<file path="src/rtl/wb_burst_master.sv">
// Wishbone B4 incrementing-burst initiator: turns a command plus write/read
// data streams into classic burst cycles with a stalled-beat timeout.
module wb_burst_master #(
  parameter int AW      = 32,
  parameter int DW      = 32,
  parameter int LENW    = 8,
  parameter int TIMEOUT = 255
) (
  input  logic              wb_clk_i,
  input  logic              wb_rst_i,
  input  logic              cmd_valid,
  output logic              cmd_ready,
  input  logic              cmd_we,
  input  logic [AW-1:0]     cmd_addr,
  input  logic [LENW-1:0]   cmd_len,
  input  logic [DW/8-1:0]   cmd_sel,
  input  logic [DW-1:0]     wdata,
  input  logic              wdata_valid,
  output logic              wdata_ready,
  output logic [DW-1:0]     rdata,
  output logic              rdata_valid,
  output logic              done,
  output logic              err,
  output logic              wb_cyc_o,
  output logic              wb_stb_o,
  output logic              wb_we_o,
  output logic [AW-1:0]     wb_addr_o,
  output logic [DW-1:0]     wb_dat_o,
  output logic [DW/8-1:0]   wb_sel_o,
  output logic [2:0]        wb_cti_o,
  input  logic              wb_ack_i,
  input  logic [DW-1:0]     wb_dat_i
);

  // state  | meaning
  // IDLE   | cmd_ready high, waiting for a command
  // WRITE  | write burst: pop stream words, present them, count acks
  // READ   | read burst: stb held, capture data on each ack
  // FINISH | bus released, done pulse visible; cmd_ready returns next

  localparam int TW = (TIMEOUT < 2) ? 1 : $clog2(TIMEOUT);
  localparam logic [AW-1:0] STEP = AW'(DW / 8);
  localparam logic [2:0] CTI_INC = 3'b010;
  localparam logic [2:0] CTI_END = 3'b111;

  typedef enum logic [1:0] {IDLE, WRITE, READ, FINISH} state_t;

  state_t          state;
  logic [LENW:0]   len_q;
  logic [LENW:0]   popped;
  logic [LENW:0]   acked;
  logic [TW-1:0]   timer;

  logic beat, last_beat, pop, expire;

  assign beat        = wb_stb_o && wb_ack_i;
  assign last_beat   = beat && ((acked + (LENW+1)'(1)) == len_q);
  assign wdata_ready = (state == WRITE) && (!wb_stb_o || wb_ack_i) && (popped < len_q);
  assign pop         = wdata_valid && wdata_ready;
  // An ack on the expiring cycle suppresses the abort.
  assign expire      = wb_stb_o && !wb_ack_i && (timer == TW'(TIMEOUT - 1));

  always_ff @(posedge wb_clk_i) begin
    if (wb_rst_i) begin
      state       <= IDLE;
      cmd_ready   <= 1'b1;
      len_q       <= '0;
      popped      <= '0;
      acked       <= '0;
      timer       <= '0;
      rdata       <= '0;
      rdata_valid <= 1'b0;
      done        <= 1'b0;
      err         <= 1'b0;
      wb_cyc_o    <= 1'b0;
      wb_stb_o    <= 1'b0;
      wb_we_o     <= 1'b0;
      wb_addr_o   <= '0;
      wb_dat_o    <= '0;
      wb_sel_o    <= '0;
      wb_cti_o    <= 3'b000;
    end else begin
      rdata_valid <= 1'b0;
      done        <= 1'b0;
      err         <= 1'b0;
      if (!wb_stb_o || wb_ack_i) timer <= '0;
      else                       timer <= timer + TW'(1);

      if (beat && (state == READ)) begin
        rdata       <= wb_dat_i;
        rdata_valid <= 1'b1;
      end

      case (state)
        IDLE: begin
          if (cmd_valid && cmd_ready) begin
            cmd_ready <= 1'b0;
            wb_cyc_o  <= 1'b1;
            wb_we_o   <= cmd_we;
            wb_addr_o <= cmd_addr;
            wb_sel_o  <= cmd_sel;
            len_q     <= (cmd_len == '0) ? (LENW+1)'(1) : {1'b0, cmd_len};
            popped    <= '0;
            acked     <= '0;
            if (cmd_we) begin
              state <= WRITE;
            end else begin
              state    <= READ;
              wb_stb_o <= 1'b1;
              wb_cti_o <= (cmd_len <= LENW'(1)) ? CTI_END : CTI_INC;
            end
          end
        end

        WRITE: begin
          if (last_beat) begin
            wb_cyc_o <= 1'b0;
            wb_stb_o <= 1'b0;
            wb_cti_o <= 3'b000;
            done     <= 1'b1;
            state    <= FINISH;
          end else begin
            if (beat) acked <= acked + (LENW+1)'(1);
            if (pop) begin
              wb_dat_o <= wdata;
              wb_stb_o <= 1'b1;
              // The first word goes out at the command address itself.
              if (popped != '0) wb_addr_o <= wb_addr_o + STEP;
              popped   <= popped + (LENW+1)'(1);
              wb_cti_o <= ((popped + (LENW+1)'(1)) == len_q) ? CTI_END : CTI_INC;
            end else if (beat) begin
              wb_stb_o <= 1'b0;
            end
            if (expire) begin
              wb_cyc_o <= 1'b0;
              wb_stb_o <= 1'b0;
              wb_cti_o <= 3'b000;
              done     <= 1'b1;
              err      <= 1'b1;
              state    <= FINISH;
            end
          end
        end

        READ: begin
          if (last_beat) begin
            wb_cyc_o <= 1'b0;
            wb_stb_o <= 1'b0;
            wb_cti_o <= 3'b000;
            done     <= 1'b1;
            state    <= FINISH;
          end else if (beat) begin
            acked     <= acked + (LENW+1)'(1);
            wb_addr_o <= wb_addr_o + STEP;
            wb_cti_o  <= ((acked + (LENW+1)'(2)) == len_q) ? CTI_END : CTI_INC;
          end else if (expire) begin
            wb_cyc_o <= 1'b0;
            wb_stb_o <= 1'b0;
            wb_cti_o <= 3'b000;
            done     <= 1'b1;
            err      <= 1'b1;
            state    <= FINISH;
          end
        end

        FINISH: begin
          cmd_ready <= 1'b1;
          state     <= IDLE;
        end

        default: state <= IDLE;
      endcase
    end
  end

endmodule

</file>
<file path="config.mk">
export PLATFORM = sky130hd
export DESIGN_NAME = wb_burst_master
export DESIGN_NICKNAME = d
export VERILOG_FILES = /design/src/rtl/wb_burst_master.sv
export SDC_FILE = /design/constraint.sdc
export NUM_CORES = 1
export LEC_CHECK = 0
export BUFFER_PORTS_ARGS = -buffer_cell sky130_fd_sc_hd__buf_2
export CORE_ASPECT_RATIO = 1.1
export CORE_MARGIN = 4
export CORE_UTILIZATION = 35
export DETAILED_ROUTE_END_ITERATION = 12
export GPL_TIMING_DRIVEN = 0
export MAX_ROUTING_LAYER = met4
export PLACE_DENSITY = 0.58
export SYNTH_ARGS = -nofsm -noshare
export SYNTH_HDL_FRONTEND = slang
export SYNTH_SLANG_ARGS = --single-unit
</file>
<file path="constraint.sdc">
create_clock -name wb_clk_i -period 4.1 [get_ports wb_clk_i]
set_clock_uncertainty 0.15 [all_clocks]
set_input_delay 0.41 -clock wb_clk_i [delete_from_list [all_inputs] [get_ports wb_clk_i]]
set_output_delay 0.41 -clock wb_clk_i [all_outputs]
set_load 0.02 [all_outputs]
</file>
==> reports/qor.csv, run 1 <==
stage;metric;value;unit
min_path;hold_class;in -> reg;
logic_synthesis;synth.cell_area;7200;um^2
clock_network;cts_buffers;17;
flow_run;cap_violations;0;
run_status;outcome;completed;
final_layout;final_nets;1327;
placement;placed_cells;1427;
power;seq_power_share;0.310;
critical_path;rr_endpoint;popped[3];
power;p_per_area;659;nW/um^2
critical_path;cp_slowest_stage_delay;640;ps
placement;dp_hpwl;19100;um
min_path;min_from;wdata[19];
critical_path;path_cells;ha_1, nand3_1, or3_1, nand4_1, nor4_4, nor2_1, nand3_1, o311ai_0;
timing;final_hold_viol_count;0;
critical_path;critPathMaxFanout;10;
placement;dpl_worst_slack;497;ps
critical_path;r2r-start;acked[1];
timing;min_period;3680;ps
timing;max_slew.worst_pin.slew;795;ps
logic_synthesis;synth_area_per_cell;7.57;um^2
clock_network;cts_hold_buf;0;
timing;rsz0062_at_grt;no;
power;p_sw_frac;0.449;
logic_synthesis;synth_top_area_share;0.403;
floorplan;core_region_area;20100;um^2
route;viasPerCell;5.36;
critical_path;setup.worst_path.start_class;register;
route;dr.pass1.iters;6;
clock_network;clk_pin_slew;70;ps
final_layout;layout_common_cells;nand2_1, buf_2, dfxtp_1;
timing;setup_violations;0;
logic_synthesis;ys_seq_area_frac;0.403;
clock_network;cts_setup_buffers;0;
final_layout;diodes;0;
global_routing;antenna_found_initial;0;
final_layout;syn2layout_area_growth;28.1;%
critical_path;cpMaxStageDelayCell;nor2_1;
placement;io_buffers;224;
clock_network;clk_latency;430;ps
logic_synthesis;yosys_warnings;0;
final_layout;drive_above_1_share;0.229;
route;vias;7827;
power;pwr-share-clk;0.256;
clock_network;ctsResizeCount;0;
critical_path;rr_worst_depth;8;
floorplan;start_util;0.359;
logic_synthesis;synthArstFlopShare;0;
global_routing;grt_pass1_wl;39800;um
critical_path;worstPathRequired;4250;ps
clock_network;cts_root_buf;clkbuf_16;
critical_path;crit_family;simple AND/OR/NAND/NOR gates;
logic_synthesis;synth_flop_cell;dfxtp_1;
clock_network;max-clock-path-buffers;2;
global_routing;grt_max_degree;17;
floorplan;std_cell_rows;54;
floorplan;ios;225;
clock_network;h-tree-depth;4;
route;wl_per_cell;17.6;um
critical_path;arrival;3830;ps
timing;min_period_over_period;0.899;
logic_synthesis;syn-instance-count;951;
min_path;holdPathStages;3;
global_routing;grtUsageTotal;0.227;
logic_synthesis;yosysTopAreaCell;dfxtp_1;
placement;place.gp.congestion;0.947;
timing;relSlewSlack;0.466;
critical_path;critPathLaunch;acked[1];
timing;setup_ws;416;ps
route;ant_nets;0;
timing;setup_tns;0;ps
critical_path;crit_top_cell;nand3_1;
global_routing;grt_overflow;0;
clock_network;cts_tree;yes;
final_layout;final_common_cell;nand2_1;
power;p_int;3.34;mW
critical_path;crit_buf_inv;0;
logic_synthesis;synth_seq_cells;145;
final_layout;fin_cells;1459;
clock_network;clock_sinks;145;
critical_path;criticalPathCategory;reg -> reg;
timing;fmax;271;MHz
route;drt_iter0_markers;729;
min_path;holdPathEnd;wb_dat_o[19];
floorplan;die_w;145;um
power;p_comb_frac;0.434;
global_routing;grt_pass1_vias;7398;
route;drc;0;
power;p_leak;3.78;nW
route;routed_wl;25600;um
critical_path;endpoint_kind;register;
logic_synthesis;yosysUniqueCellTypes;60;
power;peakVddDrop;0.395;mV
logic_synthesis;synth.area.top_cells;dfxtp_1, nand2_1, a21oi_1;
floorplan;die_h;158;um
floorplan;die_area;22900;um^2
power;p_switching;2.73;mW
timing;maxSlewViolCount;0;
logic_synthesis;synth_enable_flop_cells;0;
power;total_power;6.07;mW
logic_synthesis;syn-num-nets;1084;
critical_path;regToRegSetupSlack;420;ps
==> per-stage QoR <==
| stage | instance area, um^2 | hold WS (ps) | utilization |
|---|---|---|---|
| final | 9220 | 53.7 | 0.460 |
| after global routing | 9220 | 47.1 | 0.460 |
| after CTS | 9220 | 41.7 | 0.460 |
| after detailed placement | 8640 | 294 | 0.430 |
| after global placement | 8640 | 288 | 0.430 |
| after floorplan | 7200 | 280 | - |
==> cells in the mapped netlist (2+ instances only) <==
| master | count |
|---|---|
| nor4b_1 | 2 |
| xor2_1 | 16 |
| a21oi_1 | 122 |
| nor2b_1 | 12 |
| dfxtp_1 | 145 |
| buf_4 | 2 |
| and2_1 | 3 |
| o31ai_1 | 10 |
| nor3_1 | 19 |
| o211ai_1 | 7 |
| nand2_1 | 232 |
| clkbuf_1 | 50 |
| o2bb2ai_1 | 3 |
| nand3_1 | 30 |
| inv_1 | 23 |
| nand3b_1 | 5 |
| a32o_1 | 5 |
| buf_6 | 2 |
| o311ai_0 | 3 |
| o32ai_1 | 6 |
| xnor2_1 | 14 |
| nor4_1 | 10 |
| buf_2 | 7 |
| or4_1 | 2 |
| nor2_1 | 43 |
| o22ai_1 | 7 |
| and4_1 | 3 |
| ha_1 | 19 |
| mux2i_1 | 6 |
| nand4_1 | 12 |
| o41ai_1 | 3 |
| a31o_2 | 3 |
| or3_1 | 4 |
| a31oi_1 | 12 |
| a221oi_1 | 3 |
| and3_1 | 12 |
| a211oi_1 | 13 |
| buf_1 | 2 |
| a31o_1 | 2 |
| or2_2 | 2 |
| o21ai_0 | 55 |
| o31a_1 | 2 |
==> flip-flops by register name (all words and copies together) (netlist names) <==
name and cells:
wb_cti_o 2, wb_we_o 1, len_q 8, rdata 32, wb_sel_o 4, timer 8, err 1, done 1
rdata_valid 1, wb_cyc_o 1, cmd_ready 1, acked 9, wb_stb_o 1, wb_dat_o 32, popped 9, wb_addr_o 32
state 2
==> layout make-up <==
| type | count | area (um^2) |
|---|---|---|
| Fill cell | 2069 | 10800 |
| Multi-Input combinational cell | 719 | 3940 |
| Sequential cell | 145 | 2900 |
| Timing Repair Buffer | 224 | 1120 |
| Clock buffer | 18 | 439 |
| Tap cell | 252 | 315 |
| Buffer | 63 | 268 |
| Clock inverter | 14 | 145 |
| Inverter | 24 | 90.1 |
==> cells by family (layout without fill, tap and decap cells) <==
group | Yosys count | in the layout | share of synthesized area
adders and majority gates | 19 | 19 | 0.0330
buffers and inverters | 87 | 343 | 0.0497
AOI/OAI and AO/OA | 268 | 268 | 0.223
DFF | 145 | 145 | 0.403
xor gates and xnor gates | 30 | 30 | 0.0365
and+or+nand+nor | 396 | 396 | 0.247
muxes | 6 | 6 | 0.00834
==> worst reg2reg max path, cell delays in order, from the launching register on <==
cell and delay, ps:
dfxtp_1 470, ha_1 320, nand3_1 240, or3_1 420
nand4_1 220, nor4_4 130, nor2_1 650, nand3_1 490
o311ai_0 480
==> worst max-delay path by stage <==
| stage | slack [ps] | to | cells after the start |
|---|---|---|---|
| CTS | 430 | popped[3] | 8 |
| finish | 420 | popped[3] | 8 |
| detailed placement | 500 | popped[3] | 8 |
| global route | 130 | popped[3] | 9 |
| floorplan | 1400 | wb_dat_o[12] | 10 |
| global placement | 490 | popped[3] | 8 |
==> power by group through the flow <==
| stage | Sequential, mW | Clock [mW] | Combinational [mW] |
|---|---|---|---|
| after global placement | 1.90 | 0 | 2.59 |
| final | 1.89 | 1.55 | 2.64 |
| after detailed placement | 1.91 | 0 | 2.60 |
| after floorplan | 2.09 | 0 | 1.50 |
| after global routing | 1.92 | 1.64 | 2.89 |
| after CTS | 1.88 | 1.58 | 2.61 |
==> per-layer routing <==
| layer | global-route usage | up-vias | wire length (um) |
|---|---|---|---|
| met1 | 0.289 | 3648 | 11100 |
| met5 | - | - | 0 |
| li1 | - | 3843 | - |
| met2 | 0.359 | 292 | 12300 |
| met4 | 0.0702 | 0 | 595 |
| met3 | 0.0538 | 44 | 1710 |
Power figures use the tool's default switching activity.
==> run 2: changes to the inputs <==
- CELL_PAD_IN_SITES_DETAIL_PLACEMENT: unset -> 1
- CELL_PAD_IN_SITES_GLOBAL_PLACEMENT: unset -> 2
- CORE_UTILIZATION: 35 -> 30
- PLACE_DENSITY: 0.58 -> 0.84
==> reports/qor.csv, run 2 (synthesis gave the netlist of run 1 again) <==
stage;metric;value;unit;change
route;routed_wl;28400;um;+11%
power;peakVddDrop;0.303;mV;-23%
critical_path;cpMaxStageDelayCell;nor2_1;;
timing;rsz0062_at_grt;no;;
clock_network;clk_latency;430;ps;about the same
power;total_power;6.20;mW;+2.1%
floorplan;std_cell_rows;59;;+9.3%
floorplan;die_area;26500;um^2;+16%
critical_path;rr_worst_depth;9;;+1
critical_path;critPathMaxFanout;8;;-2
timing;min_period;3780;ps;+94.8 ps
clock_network;cts_setup_buffers;0;;unchanged
clock_network;cts_buffers;17;;unchanged
floorplan;start_util;0.305;;-0.0540
final_layout;fillers;3019;;+46%
floorplan;die_w;156;um;+7.6%
critical_path;worstPathRequired;4260;ps;about the same
final_layout;multi_input_area;3940;um^2;unchanged
critical_path;path_cells;clkbuf_1, inv_1, ha_1, a211oi_1, a31oi_1, nand3b_1, nor2_1, nand3_1, o311ai_0;;
final_layout;final_common_cell;nand2_1;;
final_layout;layout_common_cells;nand2_1, buf_2, dfxtp_1;;
final_layout;drive_above_1_share;0.229;;unchanged
clock_network;cts_root_buf;clkbuf_16;;
global_routing;grt_pass1_wl;44400;um;+11%
min_path;hold_class;in -> reg;;
floorplan;core_region_area;23600;um^2;+18%
global_routing;grt_pass1_vias;7940;;+7.3%
timing;setup_violations;0;;unchanged
flow_run;cap_violations;0;;unchanged
clock_network;clk_pin_slew;70;ps;about the same
clock_network;cts_tree;yes;;
floorplan;ios;225;;unchanged
critical_path;endpoint_kind;register;;
floorplan;die_h;170;um;+7.6%
timing;max_slew.worst_pin.slew;784;ps;-10.7 ps
timing;relSlewSlack;0.473;;+0.00718
final_layout;syn2layout_area_growth;29.2;%;
run_status;outcome;completed;;
critical_path;arrival;3940;ps;+110 ps
min_path;holdPathEnd;wb_dat_o[22];;
timing;final_hold_viol_count;0;;unchanged
timing;maxSlewViolCount;0;;unchanged
critical_path;regToRegSetupSlack;320;ps;-90 ps
global_routing;grt_overflow;0;;unchanged
final_layout;final_nets;1327;;unchanged
critical_path;cp_num_cells;9;;+1
route;dr.pass1.iters;4;;-2
clock_network;ctsResizeCount;0;;unchanged
critical_path;rr_endpoint;popped[3];;
route;vias;7830;;+0.038%
clock_network;h-tree-depth;4;;unchanged
timing;fmax;265;MHz;-2.5%
final_layout;top_regs;rdata (32), wb_addr_o (32), wb_dat_o (32);;
critical_path;setup.worst_path.start_class;register;;
critical_path;criticalPathCategory;reg -> reg;;
placement;place.gp.congestion;0.828;;-13%
clock_network;max-clock-path-buffers;2;;unchanged
placement;dp_hpwl;21200;um;+11%
timing;setup_tns;0;ps;unchanged
global_routing;antenna_found_initial;4;;+4
route;drc;0;;unchanged
route;ant_nets;0;;unchanged
power;p_leak;3.78;nW;-0.11%
placement;io_buffers;224;;unchanged
critical_path;crit_family;simple AND/OR/NAND/NOR gates;;
min_path;min_from;wdata[22];;
final_layout;register_area;2900;um^2;unchanged
critical_path;cp_slowest_stage_delay;640;ps;about the same
route;drt_iter0_markers;296;;-59%
clock_network;clock_sinks;145;;unchanged
critical_path;crit_buf_inv;2;;+2
route;wl_per_cell;18.8;um;+6.8%
min_path;holdPathStages;3;;unchanged
route;viasPerCell;5.16;;-3.7%
power;p_per_area;666;nW/um^2;+1.1%
critical_path;r2r-start;len_q[6];;
global_routing;grt_max_degree;17;;unchanged
clock_network;cts_hold_buf;0;;unchanged
timing;min_period_over_period;0.922;;+0.0231
global_routing;grtUsageTotal;0.216;;-0.0108
## run 2: worst max path at each step
stage | startpoint | to
floorplan | acked[1] | wb_dat_o[12]
global placement | len_q[6] | popped[3]
detailed placement | len_q[6] | popped[3]
CTS | len_q[6] | popped[3]
global route | len_q[6] | popped[3]
finish | len_q[6] | popped[3]
## run 2: report_power, final
group / leakage (nW) / internal (mW) / switching [mW]
clock: 0.286 / 0.868 / 0.735
sequential: 1.18 / 1.64 / 0.257
combinational: 2.31 / 0.837 / 1.86
## run 2: layer usage
layer,up-vias,track usage,part of all wire
met3,29,0.0498,0.049
li1,3845,-,-
met2,199,0.347,0.48
met1,3757,0.278,0.46
met4,0,0.0525,0.011
met5,-,-,0
## run 2: layout make-up
type                       count  share of cell area
multi-input combinational    719               0.423
sequential                   145               0.312
timing repair buffer         224               0.120
clock buffer                  17              0.0457
tap                          305              0.0410
buffer                        63              0.0288
clock inverter                15              0.0180
inverter                      24             0.00968
antenna                        4             0.00108
## run 2: metrics by stage
stage | util | hold WS (ps) | std cells | worst slack (ps) | cell area (um^2)
floorplan | - | 280 | 951 | 1400 | 7200
global placement | 0.368 | 288 | 1480 | 340 | 8700
detailed placement | 0.368 | 295 | 1480 | 347 | 8700
CTS | 0.394 | 36.6 | 1512 | 308 | 9300
global route | 0.394 | 35.5 | 1516 | 122 | 9310
finish | 0.394 | 52.9 | 1516 | 321 | 9310
## run 2: tightest hold or removal path: stages
cell	delay, ps
buf_2	90
nand2_1	40
a21oi_1	50
==> run 3: changes to the inputs <==
- PLACE_DENSITY: 0.84 -> unset
- PLACE_DENSITY_LB_ADDON: unset -> 0.3
- clock period: 4.1 -> 4.57 ns (I/O delays scaled with it)
==> reports/qor.csv, run 3 (synthesis gave the netlist of run 1 again) <==
stage;metric;value;unit;change
final_layout;syn2layout_area_growth;28.8;%;
route;ant_nets;0;;unchanged
clock_network;cts_root_buf;clkbuf_16;;
global_routing;grtUsageTotal;0.215;;-0.00154
critical_path;worstPathRequired;4720;ps;+460 ps
floorplan;ios;225;;unchanged
timing;rsz0062_at_grt;no;;
route;drt_iter0_markers;377;;+27%
critical_path;path_cells;clkbuf_1, inv_1, ha_1, a211oi_1, a31oi_1, nand3b_1, nor2_1, nand3_1, o311ai_0;;
timing;maxSlewViolCount;0;;unchanged
global_routing;grt_pass1_wl;43900;um;-1.1%
timing;finalHoldWorstSlack;109;ps;+56.3 ps
min_path;holdPathStages;3;;unchanged
clock_network;max-clock-path-buffers;2;;unchanged
final_layout;top_regs;rdata (32), wb_addr_o (32), wb_dat_o (32);;
timing;min_period_over_period;0.850;;-0.0714
placement;dpl_cell_area;8700;um^2;unchanged
final_layout;drive_above_1_share;0.229;;-0.000829
power;p_leak;3.76;nW;-0.43%
final_layout;fin_cells;1515;;-0.066%
route;vias;7820;;-0.13%
route;viasPerCell;5.16;;about the same
global_routing;grt_overflow;0;;unchanged
route;dr.pass1.iters;4;;unchanged
timing;relSlewSlack;0.410;;-0.0632
final_layout;final_common_cell;nand2_1;;
power;peakVddDrop;0.320;mV;+5.5%
timing;max_slew.worst_pin.slew;882;ps;+97.6 ps
critical_path;criticalPathCategory;reg -> reg;;
timing;setup_violations;0;;unchanged
placement;io_buffers;224;;unchanged
critical_path;cpMaxStageDelayCell;nor2_1;;
route;drc;0;;unchanged
power;p_per_area;593;nW/um^2;-11%
clock_network;ctsResizeCount;0;;unchanged
clock_network;cts_setup_buffers;0;;unchanged
floorplan;die_h;170;um;unchanged
clock_network;clock_sinks;145;;unchanged
critical_path;cp_slowest_stage_delay;720;ps;+80 ps
flow_run;cap_violations;0;;unchanged
run_status;outcome;completed;;
final_layout;layout_common_cells;nand2_1, buf_2, dfxtp_1;;
route;wl_per_cell;18.6;um;-0.92%
placement;place.gp.congestion;0.820;;-1.0%
timing;min_period;3890;ps;+107 ps
clock_network;h-tree-depth;4;;unchanged
global_routing;grt_max_degree;17;;unchanged
critical_path;regToRegSetupSlack;680;ps;+360 ps
min_path;min_from;wdata[14];;
final_layout;final_util;0.393;;-0.00138
placement;dp_hpwl;21100;um;-0.57%
clock_network;cts_tree;yes;;
min_path;hold_class;in -> reg;;
critical_path;critPathMaxFanout;8;;unchanged
clock_network;clk_latency;430;ps;about the same
critical_path;r2r-start;len_q[6];;
final_layout;stdcell_area;9270;um^2;-0.35%
floorplan;die_w;156;um;unchanged
critical_path;rr_endpoint;popped[3];;
placement;placed_cells;1480;;unchanged
route;routed_wl;28200;um;-0.98%
timing;fmax;257;MHz;-2.7%
final_layout;final_nets;1327;;unchanged
floorplan;core_region_area;23600;um^2;unchanged
min_path;holdPathEnd;wb_dat_o[14];;
critical_path;endpoint_kind;register;;
floorplan;start_util;0.305;;unchanged
floorplan;std_cell_rows;59;;unchanged
global_routing;antenna_found_initial;3;;-1
critical_path;setup.worst_path.start_class;register;;
floorplan;die_area;26500;um^2;unchanged
clock_network;cts_buffers;17;;unchanged
clock_network;cts_hold_buf;0;;unchanged
critical_path;arrival;4040;ps;+100 ps
timing;final_hold_viol_count;0;;unchanged
critical_path;rr_worst_depth;9;;unchanged
clock_network;clk_pin_slew;70;ps;about the same
timing;setup_tns;0;ps;unchanged
global_routing;grt_pass1_vias;8020;;+1.0%
-- run 3: worst max path at each step --
stage | to | startpoint | slack [ps] | cells past startpoint
after floorplan | wb_dat_o[12] | acked[1] | 1870 | 10
after global placement | popped[3] | len_q[6] | 690 | 9
after detailed placement | popped[3] | len_q[6] | 580 | 9
after CTS | popped[3] | len_q[6] | 600 | 9
after global routing | popped[3] | len_q[6] | 350 | 9
final | popped[3] | len_q[6] | 680 | 9
-- run 3: routing by layer --
metal,vias to the layer above,global-route usage,wire (um)
li1,3842,-,-
met1,3744,0.271,12700
met2,212,0.350,13400
met3,22,0.0519,1700
met4,0,0.0510,378
met5,-,-,0
-- run 3: report_power, final --
| group | switching, mW | internal, mW |
|---|---|---|
| clock network | 0.651 | 0.725 |
| registers | 0.223 | 1.47 |
| logic | 1.68 | 0.752 |
-- run 3: cell type report --
| class | count | area (um^2) |
|---|---|---|
| Multi-Input combinational cell | 719 | 3940 |
| Sequential cell | 145 | 2900 |
| Fill cell | 3043 | 14300 |
| Clock inverter | 14 | 134 |
| Buffer | 63 | 268 |
| Tap cell | 305 | 382 |
| Clock buffer | 18 | 429 |
| Timing Repair Buffer | 224 | 1120 |
| Inverter | 24 | 90.1 |
| Antenna cell | 3 | 7.51 |
-- run 3: critical path: cells and delay by family (launching register included) --
kind                     cells  cell delay (ps)
AO/OA/AOI/OAI                3              960
adder cells (fa/ha/maj)      1              320
flip-flops                   1              310
buffers and inverters        2              470
AND/OR/NAND/NOR              3             1550
-- run 3: stage by stage --
step                setup slack [ps]  total power [mW]
floorplan                       1870              3.22
global placement                 690              4.12
detailed placement               580              4.14
CTS                              596              5.54
global route                     354              5.87
finish                           685              5.49
